### config.mk
export PLATFORM = sky130hd
export DESIGN_NAME = multicycle_control
export DESIGN_NICKNAME = d
export VERILOG_FILES = /design/src/rtl/multicycle_control.sv
export SDC_FILE = /design/constraint.sdc
export NUM_CORES = 1
export LEC_CHECK = 0
export CAP_MARGIN = 10
export CORE_MARGIN = 5
export CORE_UTILIZATION = 48
export DETAILED_ROUTE_END_ITERATION = 6
export PLACE_DENSITY = 0.84
export SLEW_MARGIN = 20
export SYNTH_ARGS = -nofsm -noshare
export SYNTH_HDL_FRONTEND = slang
export SYNTH_SLANG_ARGS = --single-unit
export TNS_END_PERCENT = 100
### constraint.sdc
create_clock -name clk -period 5.85 [get_ports clk]
set_clock_uncertainty 0.15 [all_clocks]
set_input_delay 1.4625 -clock clk [delete_from_list [all_inputs] [get_ports clk]]
set_output_delay 1.4625 -clock clk [all_outputs]
set_load 0.02 [all_outputs]
### src/rtl/multicycle_control.sv
// Multi-cycle MIPS-subset sequencer: walks each instruction through fetch/decode/execute/
// memory/write-back, handshakes with variable-latency memory and traps illegal ops and timeouts.
module multicycle_control #(
  parameter int MEM_TIMEOUT = 16,
  parameter int CNT_W       = 32
) (
  input  logic             clk,
  input  logic             rst_n,
  input  logic [5:0]       opcode,
  input  logic             zero,
  input  logic             mem_ready,
  output logic             pc_write,
  output logic             pc_write_cond,
  output logic             i_or_d,
  output logic             mem_read,
  output logic             mem_write,
  output logic             ir_write,
  output logic             mem_to_reg,
  output logic             reg_dst,
  output logic             reg_write,
  output logic             alu_src_a,
  output logic [1:0]       alu_src_b,
  output logic [2:0]       alu_op,
  output logic [1:0]       pc_source,
  output logic [3:0]       state,
  output logic             illegal_op,
  output logic             mem_fault,
  output logic [CNT_W-1:0] retired
);

  typedef enum logic [3:0] {
    S_FETCH    = 4'd0,
    S_DECODE   = 4'd1,
    S_MEM_ADDR = 4'd2,
    S_MEM_RD   = 4'd3,
    S_MEM_WB   = 4'd4,
    S_MEM_WR   = 4'd5,
    S_R_EXEC   = 4'd6,
    S_R_WB     = 4'd7,
    S_BRANCH   = 4'd8,
    S_JUMP     = 4'd9,
    S_I_EXEC   = 4'd10,
    S_I_WB     = 4'd11,
    S_TRAP     = 4'd12
  } state_t;

  typedef struct packed {
    logic       pc_write;
    logic       pc_write_cond;
    logic       i_or_d;
    logic       mem_read;
    logic       mem_write;
    logic       mem_to_reg;
    logic       reg_dst;
    logic       reg_write;
    logic       alu_src_a;
    logic       fetch_gate;
    logic [1:0] alu_src_b;
    logic [2:0] alu_op;
    logic [1:0] pc_source;
    logic       illegal_op;
    logic       mem_fault;
  } ctrl_t;

  localparam logic [5:0] OP_RTYPE = 6'b000000;
  localparam logic [5:0] OP_LW    = 6'b100011;
  localparam logic [5:0] OP_SW    = 6'b101011;
  localparam logic [5:0] OP_BEQ   = 6'b000100;
  localparam logic [5:0] OP_J     = 6'b000010;
  localparam logic [5:0] OP_ADDI  = 6'b001000;
  localparam logic [5:0] OP_ANDI  = 6'b001100;
  localparam logic [5:0] OP_ORI   = 6'b001101;
  localparam logic [5:0] OP_SLTI  = 6'b001010;

  localparam int WAIT_W = (MEM_TIMEOUT > 0) ? $clog2(MEM_TIMEOUT + 1) : 1;

  // Branch resolution happens in the datapath via pc_write_cond & zero.
  logic unused_zero;
  assign unused_zero = zero;

  function automatic ctrl_t decode(input state_t s, input logic [5:0] op, input logic mem_cause);
    ctrl_t c;
    c = '0;
    case (s)
      S_FETCH: begin
        c.mem_read   = 1'b1;
        c.fetch_gate = 1'b1;
        c.alu_src_b  = 2'b01;
        c.alu_op     = 3'b011;
      end
      S_DECODE: begin
        c.alu_src_b = 2'b11;
        c.alu_op    = 3'b011;
      end
      S_MEM_ADDR: begin
        c.alu_src_a = 1'b1;
        c.alu_src_b = 2'b10;
        c.alu_op    = 3'b011;
      end
      S_MEM_RD: begin
        c.mem_read = 1'b1;
        c.i_or_d   = 1'b1;
      end
      S_MEM_WB: begin
        c.reg_write  = 1'b1;
        c.mem_to_reg = 1'b1;
      end
      S_MEM_WR: begin
        c.mem_write = 1'b1;
        c.i_or_d    = 1'b1;
      end
      S_R_EXEC: begin
        c.alu_src_a = 1'b1;
        c.alu_op    = 3'b010;
      end
      S_R_WB: begin
        c.reg_write = 1'b1;
        c.reg_dst   = 1'b1;
      end
      S_BRANCH: begin
        c.alu_src_a     = 1'b1;
        c.alu_op        = 3'b100;
        c.pc_write_cond = 1'b1;
        c.pc_source     = 2'b01;
      end
      S_JUMP: begin
        c.pc_write  = 1'b1;
        c.pc_source = 2'b10;
      end
      S_I_EXEC: begin
        c.alu_src_a = 1'b1;
        c.alu_src_b = 2'b10;
        case (op)
          OP_ANDI: c.alu_op = 3'b111;
          OP_ORI:  c.alu_op = 3'b101;
          OP_SLTI: c.alu_op = 3'b001;
          default: c.alu_op = 3'b011;
        endcase
      end
      S_I_WB: c.reg_write = 1'b1;
      S_TRAP: begin
        c.illegal_op = ~mem_cause;
        c.mem_fault  = mem_cause;
      end
      default: c = '0;
    endcase
    return c;
  endfunction

  state_t            state_q, state_d;
  logic [WAIT_W-1:0] wait_q, wait_d;
  logic              cause_q, cause_d;
  logic [CNT_W-1:0]  retired_q, retired_d;
  ctrl_t             ctrl_q, ctrl_d;
  logic              in_wait;
  logic              timeout_hit;
  logic              retire;

  always_comb begin
    state_d     = state_q;
    cause_d     = cause_q;
    wait_d      = '0;
    retire      = 1'b0;
    in_wait     = (state_q == S_FETCH) || (state_q == S_MEM_RD) || (state_q == S_MEM_WR);
    timeout_hit = (MEM_TIMEOUT > 0) && !mem_ready && (wait_q == WAIT_W'(MEM_TIMEOUT - 1));

    case (state_q)
      S_FETCH: begin
        if (mem_ready) begin
          state_d = S_DECODE;
        end else if (timeout_hit) begin
          state_d = S_TRAP;
          cause_d = 1'b1;
        end
      end
      S_DECODE: begin
        case (opcode)
          OP_RTYPE:                          state_d = S_R_EXEC;
          OP_LW, OP_SW:                      state_d = S_MEM_ADDR;
          OP_BEQ:                            state_d = S_BRANCH;
          OP_J:                              state_d = S_JUMP;
          OP_ADDI, OP_ANDI, OP_ORI, OP_SLTI: state_d = S_I_EXEC;
          default: begin
            state_d = S_TRAP;
            cause_d = 1'b0;
          end
        endcase
      end
      S_MEM_ADDR: state_d = (opcode == OP_SW) ? S_MEM_WR : S_MEM_RD;
      S_MEM_RD: begin
        if (mem_ready) begin
          state_d = S_MEM_WB;
        end else if (timeout_hit) begin
          state_d = S_TRAP;
          cause_d = 1'b1;
        end
      end
      S_MEM_WR: begin
        if (mem_ready) begin
          state_d = S_FETCH;
          retire  = 1'b1;
        end else if (timeout_hit) begin
          state_d = S_TRAP;
          cause_d = 1'b1;
        end
      end
      S_R_EXEC: state_d = S_R_WB;
      S_I_EXEC: state_d = S_I_WB;
      S_MEM_WB, S_R_WB, S_I_WB, S_BRANCH, S_JUMP: begin
        state_d = S_FETCH;
        retire  = 1'b1;
      end
      default: state_d = S_FETCH;
    endcase

    // Counter only runs while stalled in the same wait state; any entry or handshake clears it.
    if (in_wait && !mem_ready && (state_d == state_q)) begin
      wait_d = wait_q + WAIT_W'(1);
    end

    retired_d = retire ? retired_q + CNT_W'(1) : retired_q;
    ctrl_d    = decode(state_d, opcode, cause_d);
  end

  always_ff @(posedge clk or negedge rst_n) begin
    if (!rst_n) begin
      state_q   <= S_FETCH;
      wait_q    <= '0;
      cause_q   <= 1'b0;
      retired_q <= '0;
      ctrl_q    <= decode(S_FETCH, 6'd0, 1'b0);
    end else begin
      state_q   <= state_d;
      wait_q    <= wait_d;
      cause_q   <= cause_d;
      retired_q <= retired_d;
      ctrl_q    <= ctrl_d;
    end
  end

  // IR load and PC increment in FETCH complete in the same cycle memory answers.
  assign ir_write      = ctrl_q.fetch_gate & mem_ready;
  assign pc_write      = ctrl_q.pc_write | (ctrl_q.fetch_gate & mem_ready);
  assign pc_write_cond = ctrl_q.pc_write_cond;
  assign i_or_d        = ctrl_q.i_or_d;
  assign mem_read      = ctrl_q.mem_read;
  assign mem_write     = ctrl_q.mem_write;
  assign mem_to_reg    = ctrl_q.mem_to_reg;
  assign reg_dst       = ctrl_q.reg_dst;
  assign reg_write     = ctrl_q.reg_write;
  assign alu_src_a     = ctrl_q.alu_src_a;
  assign alu_src_b     = ctrl_q.alu_src_b;
  assign alu_op        = ctrl_q.alu_op;
  assign pc_source     = ctrl_q.pc_source;
  assign illegal_op    = ctrl_q.illegal_op;
  assign mem_fault     = ctrl_q.mem_fault;
  assign state         = state_q;
  assign retired       = retired_q;

endmodule

Word-level counts from Yosys, hierarchy flattened
Cells that the tools add are included.
{"block": "classes", "add_sub_neg": 2, "n_eq_ne": 33, "n_mux": 29, "bitwise_logic": 3, "n_reduce_logical": 20}
{"cell": "4-bit equality test (second input constant)", "count": 9}
{"cell": "32-bit by 1-bit adder with 32-bit output (second input constant)", "count": 1}
{"cell": "4-bit by 3-bit equality test with 1-bit output (second input constant)", "count": 8}
{"cell": "4-bit case mux with 7 select lines", "count": 1}
{"cell": "6-bit by 4-bit equality test with 1-bit output (second input constant)", "count": 4}
{"cell": "4-bit case mux with 5 select lines", "count": 1}
{"cell": "4-bit by 2-bit equality test with 1-bit output (second input constant)", "count": 4}
{"cell": "4-bit two-way mux", "count": 4}
{"cell": "1-bit two-way mux", "count": 14}
{"cell": "6-bit equality test (second input constant)", "count": 2}
{"cell": "3-bit case mux with 4 select lines", "count": 1}
{"cell": "3-bit case mux with 3 select lines", "count": 1}
{"cell": "3-bit OR reduction", "count": 3}
{"cell": "9-bit OR reduction", "count": 1}
{"cell": "4-bit by 1-bit equality test with 1-bit output (second input constant)", "count": 2}
{"cell": "4-bit zero test", "count": 2}
{"cell": "2-bit OR reduction", "count": 4}
{"cell": "4-bit OR reduction", "count": 2}
{"cell": "6-bit by 2-bit equality test with 1-bit output (second input constant)", "count": 1}
{"cell": "6-bit by 3-bit equality test with 1-bit output (second input constant)", "count": 1}
{"cell": "6-bit zero test", "count": 1}
{"cell": "2-bit case mux with 3 select lines", "count": 1}
{"cell": "5-bit by 1-bit adder with 5-bit output (second input constant)", "count": 1}
{"cell": "5-bit by 4-bit equality test with 1-bit output (second input constant)", "count": 1}
{"cell": "other kinds (13)", "count": 17}
{"block": "totals", "ff_bits": 61, "input_bits": 10, "output_inout_bits": 55, "wordCells": 106}

Depth between registers and ports, before layout
{"block": "logic_depth", "ltp_word": 8, "depth_mapped": 9, "depth_no_buf": 9}

Worst setup path before layout
OpenSTA, ideal clock, no wires.
{"block": "synth_path", "path_kind": "in2out", "from": "input mem_ready", "to": "output pc_write", "arrival_ns": 2.162, "required_time_ns": 4.238, "path_slack_ns": 2.075, "cell_stages": 3, "path_buffers": 1, "cell_sequence": "buf_2 > and2_1 > or2_2"}
{"block": "synth_via", "elab_chain_cells": 2}
{"element": "from (decl)", "line_no": "11", "text": "input logic mem_ready,"}
{"element": "1-bit AND"}
{"element": "net ir_write", "line_no": "17", "text": "output logic ir_write,"}
{"element": "1-bit OR", "line_no": "243", "text": "assign pc_write = ctrl_q.pc_write | (ctrl_q.fetch_gate & mem_ready);"}
{"element": "to (decl)", "line_no": "12", "text": "output logic pc_write,"}
The timed path passes the listed nets, and every way through them passes these cells.

Worst setup path after layout
{"block": "layout_path", "from": "input mem_ready", "to": "output pc_write"}
{"block": "layout_via", "elab_chain_cells": 2}
{"element": "1-bit AND", "line_no": "243"}
{"element": "1-bit OR", "line_no": "243"}
Every way passes these cells.

==> results.sh <==
export IMPL_p_per_area_mw_per_mm2=416.0
export IMPL_cp_required_ns=4.24
export IMPL_maxCapViolCount=0
export IMPL_htree_levels=3
export IMPL_avgViaCountPerCell=5.280
export IMPL_syn_to_final_growth_pct=28.01
export IMPL_slew_headroom_pct=47.09
export IMPL_met1_usage_pct=21.98
export IMPL_synth_warnings=0
export IMPL_synth_enable_flop_cells=0
export IMPL_period_share_pct=80.15
export IMPL_worst_pin_slew_ns=0.7864
export IMPL_track_usage_pct=16.31
export IMPL_hold_violations=0
export IMPL_dr_pass1_iters=4
export IMPL_status="complete, no violations"
export IMPL_num_vias=2186
export IMPL_final_layout_size_suffix_gt1_share_pct=10.32
export IMPL_worstSetupEndpointType="output pin"
export IMPL_syn_cell_area_mm2=0.002885
export IMPL_p_leak_nw=1.594
export IMPL_synthCells=274
export IMPL_grt_pass1_vias=2051
export IMPL_wl_mm=5.755
export IMPL_yosys_area_top_type="dfrtp_1"
export IMPL_rsz0062_at_grt="false"
export IMPL_ys_seq_area_share_pct=51.39
export IMPL_gp_congestion=0.8675
export IMPL_ys_async_sr_fraction_pct=100.0
export IMPL_initial_core_util_pct=49.02
export IMPL_clock_path_buffers=2
export IMPL_grt_antenna_before_repair=0
export IMPL_peakVddDrop_mv=0.1751
export IMPL_synth_seq_cells=59
export IMPL_synth_flop_cell="dfrtp_1"
export IMPL_holdWs_ns=0.3120
export IMPL_hold_path_class="reg -> reg"
export IMPL_multiInputGateArea_mm2=0.001254
export IMPL_grt_pass1_wl_mm=9.694
export IMPL_synthDistinctLibCells=50
export IMPL_io_pins=65
export IMPL_fmax_mhz=213.3
export IMPL_final_core_utilization_pct=62.76
export IMPL_fin_tns_setup_ns=0
export IMPL_die_area_mm2=0.007662
export IMPL_dp_hpwl_mm=4.195
export IMPL_grt_overflow_total=0
export IMPL_crit_arrival_ns=3.08
export IMPL_ctsHoldBuffers=0
export IMPL_grt_met2_usage_pct=25.34
export IMPL_routedWlPerCell_um=13.90
export IMPL_cts_resized=0
export IMPL_worst_setup_path_type="in -> out"
export IMPL_port_buffers=63
export IMPL_synth_top_area_share_pct=46.83
export IMPL_postCtsSetupBuffers=0
export IMPL_fillers=463
export IMPL_drc_errors=0
export IMPL_fp_coreArea_mm2=0.005886
export IMPL_nets=347
export IMPL_drtIter0Drc=84
export IMPL_die_y_um=87.53
export IMPL_critPathMaxFanout=10
export IMPL_clock_sinks=59
export IMPL_seqCellArea_mm2=0.001483
export IMPL_syn_avg_cell_area_um2=10.53
export IMPL_numCtsBuffers=9
export IMPL_row_count=28
export IMPL_layout_min_cycle_time_ns=4.689
export IMPL_setup_viol=0
export IMPL_tritoncts="built"
export IMPL_startpoint_type="input port"
export IMPL_chipWidth_um=87.53
export IMPL_cts_root_buf="clkbuf_8"
export IMPL_synth_area_leaders="dfrtp_1 47%, xnor2_1 8.5%, dfstp_2 4.6%, nand3_1 2.6%, nand2_1 2.5%"
export IMPL_ant_nets=0
export IMPL_synth_net_count=287
export IMPL_power_w=0.001536
export IMPL_cts_clk_slew_worst_paths_ns=0.06
export IMPL_grt_max_degree=60
export IMPL_grt_busiest_layer="met2"
export IMPL_largest_register_ffs=32
export IMPL_clk_insertion_delay_late_ns=0.33
export IMPL_use_met3_pct=3.387
export IMPL_diodes=0
export IMPL_slew_violations=0
[final cells by class]
class	count	share of cell area [%]
Clock buffer	13	4.031
Sequential cell	59	40.14
Tap cell	75	2.541
Timing Repair Buffer	64	17.14
Inverter	11	1.118
Clock inverter	3	1.084
Multi-Input combinational cell	189	33.94
[where the power goes]
group / internal, W / switching (W) / total, W
registers: 0.000500 / 0.0000907 / 0.000591
logic: 0.000271 / 0.000318 / 0.000589
clock network: 0.000207 / 0.000149 / 0.000356
[per-layer routing]
metal | wire length (µm) | part of all wire (%)
met1 | 2593 | 45
met5 | 0 | 0
met3 | 354 | 6.2
met2 | 2717 | 47
met4 | 89 | 1.5
[worst paths after layout]
path / start / to / slack (ns) / depth (start not counted)
worst max-delay path: mem_ready / pc_write / 1.16 / 4
worst min-delay path: wait_q[0] / wait_q[0] / 0.31 / 1
worst max register to register: wait_q[0] / alu_op[2] / 3.26 / 9
worst min register to register: wait_q[0] / wait_q[0] / 0.31 / 1
max in group asynchronous: rst_n / alu_src_b[1] / 3.97 / 2
min in group asynchronous: rst_n / retired[10] / 1.12 / 2
[worst max-delay path: stages]
cell	delay, ns
clkdlybuf4s50_1	0.56
and2_1	0.24
or2_2	0.27
clkdlybuf4s50_1	0.54
[layout by cell type, fill, tap and decap left out, types with 2 or more instances in the layout]
master | synthesis | layout
nand2b_1 | 4 | 4
clkbuf_8 | 0 | 10
nor3_2 | 2 | 2
xnor2_1 | 28 | 28
nand2_1 | 19 | 19
nor2b_4 | 2 | 2
o21bai_1 | 2 | 2
nand4_1 | 8 | 8
clkdlybuf4s50_1 | 0 | 62
nor2_1 | 19 | 19
clkbuf_1 | 0 | 3
and3_1 | 7 | 7
or2_2 | 2 | 2
nand3_1 | 15 | 15
and2_1 | 8 | 8
and4_1 | 4 | 4
dfstp_2 | 5 | 5
xor2_1 | 6 | 6
dfrtp_1 | 54 | 54
a31oi_1 | 3 | 3
a211oi_1 | 2 | 2
nor2b_1 | 3 | 3
nor3_1 | 6 | 6
nor4_1 | 5 | 5
inv_1 | 11 | 11
clkinv_2 | 0 | 2
o21ai_0 | 5 | 5
a21oi_1 | 12 | 12
or3_1 | 3 | 3
ha_1 | 3 | 3
[kinds of logic (layout without fill, tap and decap cells)]
kind of cell,after synthesis,after routing,share of synthesized area (%)
and+or+nand+nor,117,117,23.37
DFF,59,59,51.39
xor gates and xnor gates,34,34,10.32
AOI/OAI and AO/OA,33,33,7.719
buffers and inverters,26,91,5.160
adders and majority gates,3,3,1.301
muxes,2,2,0.7372
[cells in the mapped netlist, drive strengths merged (7+ instances only)]
cell type / count
a21oi: 13
and2: 9
and3: 7
buf: 15
dfrtp: 54
inv: 11
nand2: 19
nand3: 15
nand4: 8
nor2: 19
nor3: 8
xnor2: 28
[through the flow]
stage	instances	setup slack, ns	instance area (µm²)
floorplan	274	2.075	2885
global placement	398	1.180	3505
detailed placement	398	1.171	3505
CTS	414	1.166	3694
global route	414	1.078	3694
finish	414	1.161	3694
(Power assumes the default switching activity.)
